### config.mk
export PLATFORM = sky130hd
export DESIGN_NAME = core_frontend
export DESIGN_NICKNAME = d
export VERILOG_FILES = /design/src/rtl/core_frontend.sv
export SDC_FILE = /design/constraint.sdc
export NUM_CORES = 1
export LEC_CHECK = 0
export CAP_MARGIN = 20
export CORE_UTILIZATION = 37
export DETAILED_ROUTE_END_ITERATION = 10
export PLACE_DENSITY = 0.57
export SLEW_MARGIN = 0
export SYNTH_ARGS = -nofsm -noshare
export SYNTH_HDL_FRONTEND = slang
export SYNTH_SLANG_ARGS = --single-unit
export TNS_END_PERCENT = 1
### constraint.sdc
create_clock -name clk -period 10.1 [get_ports clk]
set_clock_uncertainty 0.15 [all_clocks]
set_input_delay 2.525 -clock clk [delete_from_list [all_inputs] [get_ports clk]]
set_output_delay 2.525 -clock clk [all_outputs]
set_load 0.02 [all_outputs]
### src/rtl/core_frontend.sv
// core_frontend: instruction-fetch front end with a valid/ready request/response
// port to instruction memory and a DEPTH-entry prefetch queue feeding the IDU.
//
// At most one fetch request is in flight. Redirects flush the queue and restart
// fetch at a new PC. A response that belongs to a superseded request is dropped
// through the discard flag. A fault response, or a misaligned redirect target,
// enqueues a single fault entry and stops fetching until the next redirect.
// halt (ebreak) stops fetching. It waits for any in-flight response and then
// parks in HALTED until rst.
//
// Ports:
//   clk, rst         core clock, synchronous active-high reset
//   imem_req_*       fetch request (valid/ready/addr)
//   imem_rsp_*       fetch response (valid/data/err), always accepted
//   dec_*            queue head to the IDU (valid/ready/inst/pc/fault)
//   redirect_*       flush and refetch from redirect_pc
//   halt / halted    level halt request / frontend parked
//   occupancy        number of valid queue entries

module core_frontend #(
  parameter int              XLEN     = 32,
  parameter logic [XLEN-1:0] RESET_PC = 32'h8000_0000,
  parameter int              DEPTH    = 4
) (
  input  logic                       clk,
  input  logic                       rst,
  output logic                       imem_req_valid,
  input  logic                       imem_req_ready,
  output logic [XLEN-1:0]            imem_req_addr,
  input  logic                       imem_rsp_valid,
  input  logic [31:0]                imem_rsp_data,
  input  logic                       imem_rsp_err,
  output logic                       dec_valid,
  input  logic                       dec_ready,
  output logic [31:0]                dec_inst,
  output logic [XLEN-1:0]            dec_pc,
  output logic                       dec_fault,
  input  logic                       redirect_valid,
  input  logic [XLEN-1:0]            redirect_pc,
  input  logic                       halt,
  output logic                       halted,
  output logic [$clog2(DEPTH+1)-1:0] occupancy
);

  localparam int AW = $clog2(DEPTH);
  localparam int CW = $clog2(DEPTH + 1);

  localparam logic [1:0] ST_RUN    = 2'd0;
  localparam logic [1:0] ST_STALL  = 2'd1;
  localparam logic [1:0] ST_DRAIN  = 2'd2;
  localparam logic [1:0] ST_HALTED = 2'd3;

  localparam logic [CW-1:0]   DEPTH_C = CW'(DEPTH);
  localparam logic [CW-1:0]   CNT_ONE = CW'(1);
  localparam logic [AW-1:0]   PTR_ONE = AW'(1);
  localparam logic [AW-1:0]   PTR_ZERO = AW'(0);
  localparam logic [XLEN-1:0] PC_STEP = XLEN'(32'd4);

  logic [1:0]      state_r;
  logic [1:0]      state_n_s;
  logic [XLEN-1:0] fetch_pc_r;
  logic [XLEN-1:0] req_pc_r;       // address of the in-flight request
  logic            outstanding_r;
  logic            discard_r;      // in-flight response belongs to a flushed stream

  logic [31:0]     inst_mem_r  [DEPTH];
  logic [XLEN-1:0] pc_mem_r    [DEPTH];
  logic            fault_mem_r [DEPTH];
  logic [AW-1:0]   rd_ptr_r;
  logic [AW-1:0]   wr_ptr_r;
  logic [CW-1:0]   count_r;

  logic [CW-1:0]   inflight_s;
  logic            req_fire_s;
  logic            rsp_fire_s;
  logic            redir_s;
  logic            misalign_s;
  logic            push_s;
  logic            push_fault_s;
  logic            pop_s;

  // Queued entries plus the in-flight one must fit, so a response can never overflow.
  assign inflight_s = count_r + {{(CW-1){1'b0}}, outstanding_r};

  assign imem_req_valid = !rst && (state_r == ST_RUN) && !outstanding_r &&
                          (inflight_s < DEPTH_C) && !halt && !redirect_valid;
  assign imem_req_addr  = fetch_pc_r;

  assign req_fire_s   = imem_req_valid && imem_req_ready;
  assign rsp_fire_s   = imem_rsp_valid && outstanding_r;
  assign redir_s      = redirect_valid && (state_r != ST_HALTED);
  assign misalign_s   = (redirect_pc[1:0] != 2'b00);
  // A redirect wins over any push or pop in the same cycle.
  assign push_s       = rsp_fire_s && !discard_r && !redir_s;
  assign push_fault_s = push_s && imem_rsp_err;
  assign pop_s        = dec_valid && dec_ready && !redir_s;

  assign dec_valid = (count_r != {CW{1'b0}});
  assign dec_inst  = inst_mem_r[rd_ptr_r];
  assign dec_pc    = pc_mem_r[rd_ptr_r];
  assign dec_fault = fault_mem_r[rd_ptr_r];
  assign halted    = (state_r == ST_HALTED);
  assign occupancy = count_r;

  // Next-state selection for the fetch control FSM.
  always_comb begin
    state_n_s = state_r;
    case (state_r)
      ST_RUN, ST_STALL: begin
        if (halt) begin
          // A response landing this very cycle means nothing is left to wait for.
          if (outstanding_r && !rsp_fire_s) begin
            state_n_s = ST_DRAIN;
          end else begin
            state_n_s = ST_HALTED;
          end
        end else if (redir_s) begin
          state_n_s = misalign_s ? ST_STALL : ST_RUN;
        end else if (push_fault_s) begin
          state_n_s = ST_STALL;
        end else begin
          state_n_s = state_r;
        end
      end
      ST_DRAIN: begin
        if (rsp_fire_s) begin
          state_n_s = ST_HALTED;
        end else begin
          state_n_s = ST_DRAIN;
        end
      end
      ST_HALTED: begin
        state_n_s = ST_HALTED;
      end
      default: begin
        state_n_s = ST_RUN;
      end
    endcase
  end

  // Fetch control state: FSM, fetch PC, in-flight tracking and discard flag.
  always_ff @(posedge clk) begin
    if (rst) begin
      state_r       <= ST_RUN;
      fetch_pc_r    <= RESET_PC;
      req_pc_r      <= {XLEN{1'b0}};
      outstanding_r <= 1'b0;
      discard_r     <= 1'b0;
    end else begin
      state_r <= state_n_s;

      if (redir_s) begin
        fetch_pc_r <= redirect_pc;
      end else if (req_fire_s) begin
        fetch_pc_r <= fetch_pc_r + PC_STEP;
      end else begin
        fetch_pc_r <= fetch_pc_r;
      end

      if (req_fire_s) begin
        outstanding_r <= 1'b1;
        req_pc_r      <= fetch_pc_r;
      end else if (rsp_fire_s) begin
        outstanding_r <= 1'b0;
      end else begin
        outstanding_r <= outstanding_r;
      end

      // A response arriving with the redirect is dropped by push_s directly,
      // so only a still-pending request needs the flag.
      if (redir_s) begin
        discard_r <= (outstanding_r && !rsp_fire_s) || req_fire_s;
      end else if (rsp_fire_s && discard_r) begin
        discard_r <= 1'b0;
      end else begin
        discard_r <= discard_r;
      end
    end
  end

  // Prefetch queue storage, pointers and entry count.
  always_ff @(posedge clk) begin
    if (rst) begin
      rd_ptr_r <= PTR_ZERO;
      wr_ptr_r <= PTR_ZERO;
      count_r  <= {CW{1'b0}};
      for (int i = 0; i < DEPTH; i++) begin
        inst_mem_r[i]  <= 32'h0;
        pc_mem_r[i]    <= {XLEN{1'b0}};
        fault_mem_r[i] <= 1'b0;
      end
    end else if (redir_s) begin
      rd_ptr_r <= PTR_ZERO;
      if (misalign_s) begin
        // A misaligned target becomes a single fault entry instead of a fetch.
        inst_mem_r[0]  <= 32'h0;
        pc_mem_r[0]    <= redirect_pc;
        fault_mem_r[0] <= 1'b1;
        wr_ptr_r       <= PTR_ONE;
        count_r        <= CNT_ONE;
      end else begin
        wr_ptr_r <= PTR_ZERO;
        count_r  <= {CW{1'b0}};
      end
    end else begin
      if (push_s) begin
        inst_mem_r[wr_ptr_r]  <= imem_rsp_err ? 32'h0 : imem_rsp_data;
        pc_mem_r[wr_ptr_r]    <= req_pc_r;
        fault_mem_r[wr_ptr_r] <= imem_rsp_err;
        wr_ptr_r              <= wr_ptr_r + PTR_ONE;
      end else begin
        wr_ptr_r <= wr_ptr_r;
      end

      if (pop_s) begin
        rd_ptr_r <= rd_ptr_r + PTR_ONE;
      end else begin
        rd_ptr_r <= rd_ptr_r;
      end

      case ({push_s, pop_s})
        2'b10:   count_r <= count_r + CNT_ONE;
        2'b01:   count_r <= count_r - CNT_ONE;
        default: count_r <= count_r;
      endcase
    end
  end

  core_frontend_chk #(
    .DEPTH (DEPTH),
    .CW    (CW)
  ) u_chk (
    .clk            (clk),
    .rst            (rst),
    .imem_rsp_valid (imem_rsp_valid),
    .outstanding    (outstanding_r),
    .occupancy      (count_r)
  );

endmodule

// core_frontend_chk: protocol and invariant properties for core_frontend.
// Ports: clk, rst, imem_rsp_valid, outstanding (request in flight), occupancy.
module core_frontend_chk #(
  parameter int DEPTH = 4,
  parameter int CW    = 3
) (
  input logic          clk,
  input logic          rst,
  input logic          imem_rsp_valid,
  input logic          outstanding,
  input logic [CW-1:0] occupancy
);

  // Memory must never answer when no request is in flight.
  rsp_has_req: assert property (@(posedge clk) disable iff (rst)
    imem_rsp_valid |-> outstanding);

  // The issue rule keeps the queue from overflowing.
  occ_bounded: assert property (@(posedge clk) disable iff (rst)
    occupancy <= CW'(DEPTH));

endmodule

Yosys cells after proc, flatten, opt, wreduce, memory -nomap -nowiden. Memories as Yosys holds them, arrays and structs flattened. A register that Yosys moved wholly into a read port is not among the register bits. Index checks and enable logic that the tools add are counted.

Memories: 3. Bits in read-only memories: 0. Flip-flop bits (word level): 75. Logic and storage cells: 111. Latch bits: 0. Memory bits (writable): 260.

Memories: inst_mem_r (depth 4, width 32, rd ports 1, clocked after Yosys merged registers in 1, write ports 4, line 66) `logic [31:0] inst_mem_r [DEPTH];`; pc_mem_r (depth 4, width 32, rd ports 1, clocked after Yosys merged registers in 1, write ports 4, line 67) `logic [XLEN-1:0] pc_mem_r [DEPTH];`; fault_mem_r (depth 4, width 1, rd ports 1, clocked after Yosys merged registers in 1, write ports 4, line 68) `logic fault_mem_r [DEPTH];`.

Order comparisons: 1. Add/subtract/negate cells: 6. Shifts and indexed selects: 0. Muxes and demuxes: 47. $mul: 0. Divide/modulo/power cells: 0. Equality and inequality tests: 7. Bitwise operators: 3. Reductions and logical operators: 36.

Operators with widths (number): two-way mux 32 bit (7); OR reduction 32 bit (2); adder 32 x 3 -> 32 bit, second input constant (1); two-way mux 2 bit (14); two-way mux 1 bit (23); logical AND 1 bit (15); nonzero test 2 bit (5); logical NOT 1 bit (7); equality test 2 bit, second input constant (3); case mux 2 bit (3 select lines) (1); case mux 3 bit (2 select lines) (1); nonzero test 3 bit (2); adder 2 x 1 -> 2 bit, second input constant (2); equality test 2 x 1 -> 1 bit, second input constant (2); != test 4 bit, second input constant (1); OR reduction 2 bit (2); adder 3 x 1 -> 3 bit (1); adder 3 x 1 -> 3 bit, second input constant (1); less-than comparator 3 bit, second input constant (1); two-way mux 3 bit (1); OR 1 bit (3); subtractor 3 x 1 -> 3 bit, second input constant (1); logical NOT 2 bit (1); != test 2 bit, second input constant (1); other kinds (2) (2).

Depth between registers and ports, before layout. Gate-level depths: netlist of run 1.

Depth in word-level cells: 10. Gate-level depth with buffers: 10. Depth with buffers taken out: 7.

Worst setup path before layout of run 1. Ideal clock, no wire load.

Kind: input to output. Start point: input rst. End point: output imem_req_valid. Cell stages on the path: 3. Arrival time: 3.636 ns. Path buffers: 2. Required time: 7.425 ns. Slack: 3.789 ns. Cells stage by stage: clkbuf_1 > clkbuf_1 > nor4b_1.

Word-level cells in the longest chain between the ends: 6.

RTL lines: from (decl) (line 26) `input logic rst,`; logical NOT 1 bit (line 85) `assign imem_req_valid = !rst && (state_r == ST_RUN) && !outstanding_r &&`; logical AND 1 bit (3 in a row) (line 85); logical AND 1 bit (2 in a row) (line 86) `(inflight_s < DEPTH_C) && !halt && !redirect_valid;`; to (decl) (line 27) `output logic imem_req_valid,`.

Every way passes these cells.

Worst setup path in the final report of run 1.
Start point: input halt. End point: output imem_req_valid.

Word-level cells in the longest chain between the ends: 3.

RTL lines: from (decl) (line 40) `input logic halt,`; logical NOT 1 bit (line 86); logical AND 1 bit (2 in a row) (line 86).

Every way passes these cells.

==> summary.txt, run 1 <==
status - complete, no violations
max cap viols - 0
gr usage total - 18.68%
Vias per Instance - 5.213
Layout area overhead - 23.32%
power per cell area - 173.9 nW/µm²
reg-to-reg critical path endpoint - pc_mem_r[1][31]$_SDFFCE_PN0P_
Syn Nets - 1,199
hold_sp - req_pc_r[29]$_SDFFE_PP0P_
first-pass GRT wire length - 57,470 µm
vias in the first global route - 9,514
post-cts resize count - 0
critical path arrival - 4.40 ns
Core Area - 38,830 µm²
number of buffers and inverters on the critical path - 2
mapped cell area - 14,650 µm²
Seq/Total Area, Yosys - 63.81%
post-layout util - 46.53%
asr flop ratio synth - 0%
DRC - 0
final std cells w/o fill - 1,829
Primary FF master, synth - edfxtp_1
Crit Reg-Reg Startpoint - state_r[1]$_SDFFE_PP0P_
largest net degree at the start of global routing - 86
leading cell type in the layout, fill and taps excluded - edfxtp_1
hold_buf cts - 0
Congestion Overflow GR - 0
Worst Setup End Kind - output port
Hold Path Class - register to register
Placed Instances - 1,758
Achievable Freq - 0.1414 GHz
Post-synth EDFFs - 260
# Post-CTS Setup Buffers - 0
unrepaired setup endpoints after global routing - false
CTS tree - built
Boundary Pins - 175
Starting Density - 37.73%
GPL Wtd Cong - 0.7693
antenna viol nets, final - 0
share of cells above drive strength 1 - 11.84%
dpl hpwl - 23,330 µm
worst path required time - 7.43 ns
synth unique cells - 61
Setup TNS - 0 ns
Initial DRT Pass Iterations - 6
Final Setup Violations - 0
crit path time final - 7.074 ns
FILL cells - 3,509
Root Buffer - clkbuf_16
endpoints failing hold - 0
Worst R2R Path Depth - 8
initial antenna violation count - 3
commonest non-fill, non-tap cells in the layout - edfxtp_1 (260), clkdlybuf4s50_1 (173), and2_1 (130), nor2_1 (130), nand2_1 (104)
worst reg2reg setup slack - 5.93 ns
Max Fanout on Critical Path - 4
Yosys warning count - 0
WL/cell - 20.79 µm
clk slew on worst S/H paths - 0.06 ns
hold depth - 2
Worst VDD drop - 0.0001055 V
Final WS setup - 3.026 ns
Die Y - 201.0 µm
Synth Instances - 1,125
Most common cell on crit path - clkdlybuf4s50_1
crit path cell chain - clkdlybuf4s50_1, nor4_2, nor4b_1, clkdlybuf4s50_1
pre-CTS setup slack - 3.038 ns
final period utilization - 70.04%
Slew HR - 28.62%
Iter 0 DRT Violations - 763
Least-Margin Pin Slew - 1.071 ns
Mean Syn Cell Area - 13.02 µm²
Clk Latency, worst-skew pair - 0.52 ns
final wirelength - 38,030 µm
cts bufs inserted - 38
clk sinks - 337
max incr delay on CP - 0.75 ns
port bufs - 174
Die X - 201.0 µm
Setup crit start kind - primary input
CP Class - primary input to output port
Pleak - 6.343 nW
Clock Tree Buf Depth - 3
Die Area - 40,400 µm²
cell depth of the worst setup path - 4
sink of the worst hold path - req_pc_r[29]$_SDFFE_PP0P_
H-tree depth - 2
Worst path slowest cell - clkdlybuf4s50_1
Yosys reg bits - 337
vias post-DR - 9,534
Crit path max-delay family - buffers and inverters
Nets - 1,354
max-slew violation count - 0
num rows - 72
tightest hold or removal path, delay by kind of cell, from the launching register on:
kind	cells	cell delay [ns]
flip-flops	1	0.31
AO/OA/AOI/OAI	1	0.05
AND/OR/NAND/NOR	1	0.05
Yosys cell counts, types with 2 or more instances:
master	instances	area, µm²
a21oi_1	49	245.2
buf_1	7	26.28
dfxtp_1	77	1541
a31o_2	2	17.52
buf_6	3	33.78
nand3_1	12	60.06
clkbuf_1	48	180.2
or4_1	3	22.52
nor2_1	133	499.2
nand2b_1	7	43.79
nor3_1	11	55.05
a22oi_1	31	232.7
xor2_1	10	87.58
o21ai_0	11	55.05
edfxtp_1	260	7807
and4_1	2	17.52
inv_1	37	138.9
nor4b_1	2	17.52
a211oi_1	13	97.59
a21o_1	4	30.03
a31oi_1	19	118.9
nand3b_1	3	22.52
buf_2	15	75.07
nand4_1	13	81.33
nor3_4	2	32.53
nand2_1	105	394.1
xnor2_1	5	43.79
mux4_2	65	1464
nor3_2	2	20.02
or3_1	7	43.79
and2_1	131	819.5
nor4_1	2	12.51
o211ai_1	3	22.52
and3_1	4	25.02
sequential cells by signal, indices dropped and copies added (netlist names), 2 cells and up, named ones only:
signal / cells
fault_mem_r: 4
pc_mem_r: 128
state_r: 2
inst_mem_r: 128
rd_ptr_r: 2
occupancy: 3
req_pc_r: 32
imem_req_addr: 32
wr_ptr_r: 2
worst max-delay path by stage:
stage,from,slack [ns],endpoint
after detailed placement,halt,3.04,imem_req_valid
after floorplan,rst,3.79,imem_req_valid
final,halt,3.03,imem_req_valid
after global placement,halt,3.05,imem_req_valid
after global routing,halt,2.94,imem_req_valid
after CTS,halt,3.03,imem_req_valid
cells by family after synthesis:
group,synth area share (%)
AOI/OAI and AO/OA,6.286
xor gates and xnor gates,0.8967
adders and majority gates,0.2220
buffers and inverters,3.186
DFF,63.81
muxes,10.14
and+or+nand+nor,15.46
per-stage QoR:
step	total power [mW]	cell area, µm²	hold WS, ns
after CTS	3.174	18060	0.3034
after global routing	3.241	18070	0.3181
after detailed placement	1.873	16910	0.2960
after floorplan	1.731	14650	0.2860
after global placement	1.870	16890	0.2912
final	3.142	18070	0.3033
report_power, final:
group / leakage [nW] / switching, mW / internal, mW / total, mW
clock: 0.562 / 0.543 / 0.758 / 1.30
sequential: 3.34 / 0.0335 / 1.54 / 1.58
combinational: 2.44 / 0.147 / 0.116 / 0.263
total: 6.34 / 0.723 / 2.42 / 3.14
area by class of cell:
type	instances	area [µm²]	share of cell area, %
timing repair buffer	190	1861	10.30
sequential	337	9356	51.79
clock inverter	20	142.6	0.7895
multi-input combinational	676	4901	27.13
tap	518	648.1	3.588
antenna	2	5.005	0.02770
inverter	37	138.9	0.7687
clock buffer	49	1013	5.610
per-layer routing:
metal	vias to the layer above	part of all wire (%)	GRT usage, %
met5	-	0.045	0
met4	2	1.7	4.798
met3	49	6.4	3.263
met2	328	46	29.39
met1	4732	45	26.72
li1	4423	-	-
Note: power is estimated with default switching activity, not from simulation.
==> run 2: changes to the inputs <==
==> constraint.sdc (replaced) <==
create_clock -name clk -period 6.75 [get_ports clk]
set_clock_uncertainty 0.15 [all_clocks]
set_input_delay 1.6875 -clock clk [delete_from_list [all_inputs] [get_ports clk]]
set_output_delay 1.6875 -clock clk [all_outputs]
set_load 0.02 [all_outputs]
==> summary.txt, run 2 (synthesized netlist as in run 1, its figures left out) <==
status - complete, no violations
cell depth of the worst setup path - 4
hold_sp - req_pc_r[23]$_SDFFE_PP0P_
Vias per Instance - 5.202
met2 Usage GRT - 30.65%
share of cells above drive strength 1 - 12.41%
post-cts resize count - 0
CP Class - primary input to output port
design area - 18,120 µm²
worst reg2reg setup slack - 3.30 ns
unrepaired setup endpoints after global routing - false
max cap viols - 0
Layout area overhead - 23.71%
WL/cell - 20.67 µm
Boundary Pins - 175
clk slew on worst S/H paths - 0.05 ns
hold_buf cts - 0
first-pass GRT wire length - 58,340 µm
routing usage on met3 - 3.929%
Hold Path Class - register to register
gr usage total - 18.88%
layer with the highest usage - met2
worst path required time - 4.91 ns
Worst Setup End Kind - output port
endpoints failing hold - 0
Iter 0 DRT Violations - 676
final period utilization - 79.86%
Max Fanout on Critical Path - 4
port bufs - 174
Clock Tree Buf Depth - 3
Congestion Overflow GR - 0
H-tree depth - 2
dpl hpwl - 23,170 µm
Core Area - 38,830 µm²
cts bufs inserted - 39
clk sinks - 337
# Post-CTS Setup Buffers - 0
Nets - 1,356
Worst path slowest cell - clkdlybuf4s50_1
crit path cell chain - clkdlybuf4s50_1, nor4_2, nor4b_1, clkdlybuf4s50_1
Worst VDD drop - 0.0001465 V
DRC - 0
leading cell type in the layout, fill and taps excluded - edfxtp_1
Initial DRT Pass Iterations - 5
critical path arrival - 3.55 ns
Critical path origin - halt
vias post-DR - 9,530
Die Area - 40,400 µm²
max incr delay on CP - 0.76 ns
hold depth - 2
num rows - 72
post-layout util - 46.68%
Least-Margin Pin Slew - 1.072 ns
Die Y - 201.0 µm
final wirelength - 37,860 µm
antenna viol nets, final - 0
largest net degree at the start of global routing - 66
Starting Density - 37.73%
Slew HR - 28.53%
CTS tree - built
Worst R2R Path Depth - 6
crit path time final - 5.391 ns
Root Buffer - clkbuf_16
Crit Reg-Reg Startpoint - state_r[1]$_SDFFE_PP0P_
Achievable Freq - 0.1855 GHz
FILL cells - 3,517
commonest non-fill, non-tap cells in the layout - edfxtp_1 (260), clkdlybuf4s50_1 (173), and2_1 (130), nor2_1 (130), nand2_1 (104)
Pleak - 6.368 nW
Crit path max-delay family - buffers and inverters
Setup crit start kind - primary input
vias in the first global route - 9,618
Clk Latency, worst-skew pair - 0.52 ns
initial antenna violation count - 4
power per cell area - 258.5 nW/µm²
Post-DP Area - 16,950 µm²
Die X - 201.0 µm
number of buffers and inverters on the critical path - 2
GPL Wtd Cong - 0.7860
Setup TNS - 0 ns
M1 GR Usage - 25.76%
max-slew violation count - 0
Top Registers - inst_mem_r (128), pc_mem_r (128)
Worst Hold Slack - 0.3022 ns
Most common cell on crit path - clkdlybuf4s50_1
total design power - 4.685 mW
Final Setup Violations - 0
==> run 2: cell type report <==
cell class	count	area, µm²	share of cell area, %
inverters	37	138.9	0.7663
diodes	1	2.502	0.01381
flip-flops and latches	337	9356	51.63
well taps	518	648.1	3.576
clock buffers	52	1066	5.882
clock inverters	20	110.1	0.6075
multi-input cells	676	4912	27.10
repair buffers	191	1889	10.42
==> run 2: routing by layer <==
metal  share of wire [%]  vias up
met1                  45     4730
met4                 1.7        6
li1                    -     4430
met2                  48      315
met3                 6.1       49
met5               0.090        -
==> run 2: final timing paths <==
kind	to
max	imem_req_valid
min	req_pc_r[23]$_SDFFE_PP0P_
max reg2reg	inst_mem_r[0][18]$_SDFFCE_PN0P_
min reg2reg	req_pc_r[23]$_SDFFE_PP0P_
==> run 2: metrics by stage <==
stage | std cells | setup WS, ns
2_1_floorplan | 1125 | 1.993
3_3_place_gp | 1759 | 1.375
3_5_place_dp | 1759 | 1.395
4_1_cts | 1831 | 1.380
5_1_grt | 1832 | 1.339
6_report | 1832 | 1.359
==> run 2: worst reg2reg max path, stage by stage (launching register included) <==
cell and delay, ns:
dfxtp_1 0.39, a21boi_4 0.57, buf_4 0.37, or4_1 0.15
a21o_2 0.70, nand2b_4 0.48, buf_12 0.34
==> run 2: power breakdown <==
part | switching (mW) | internal (mW) | leakage, nW
combinational | 0.216 | 0.176 | 2.45
clock | 0.818 | 1.11 | 0.575
sequential | 0.0511 | 2.31 | 3.34
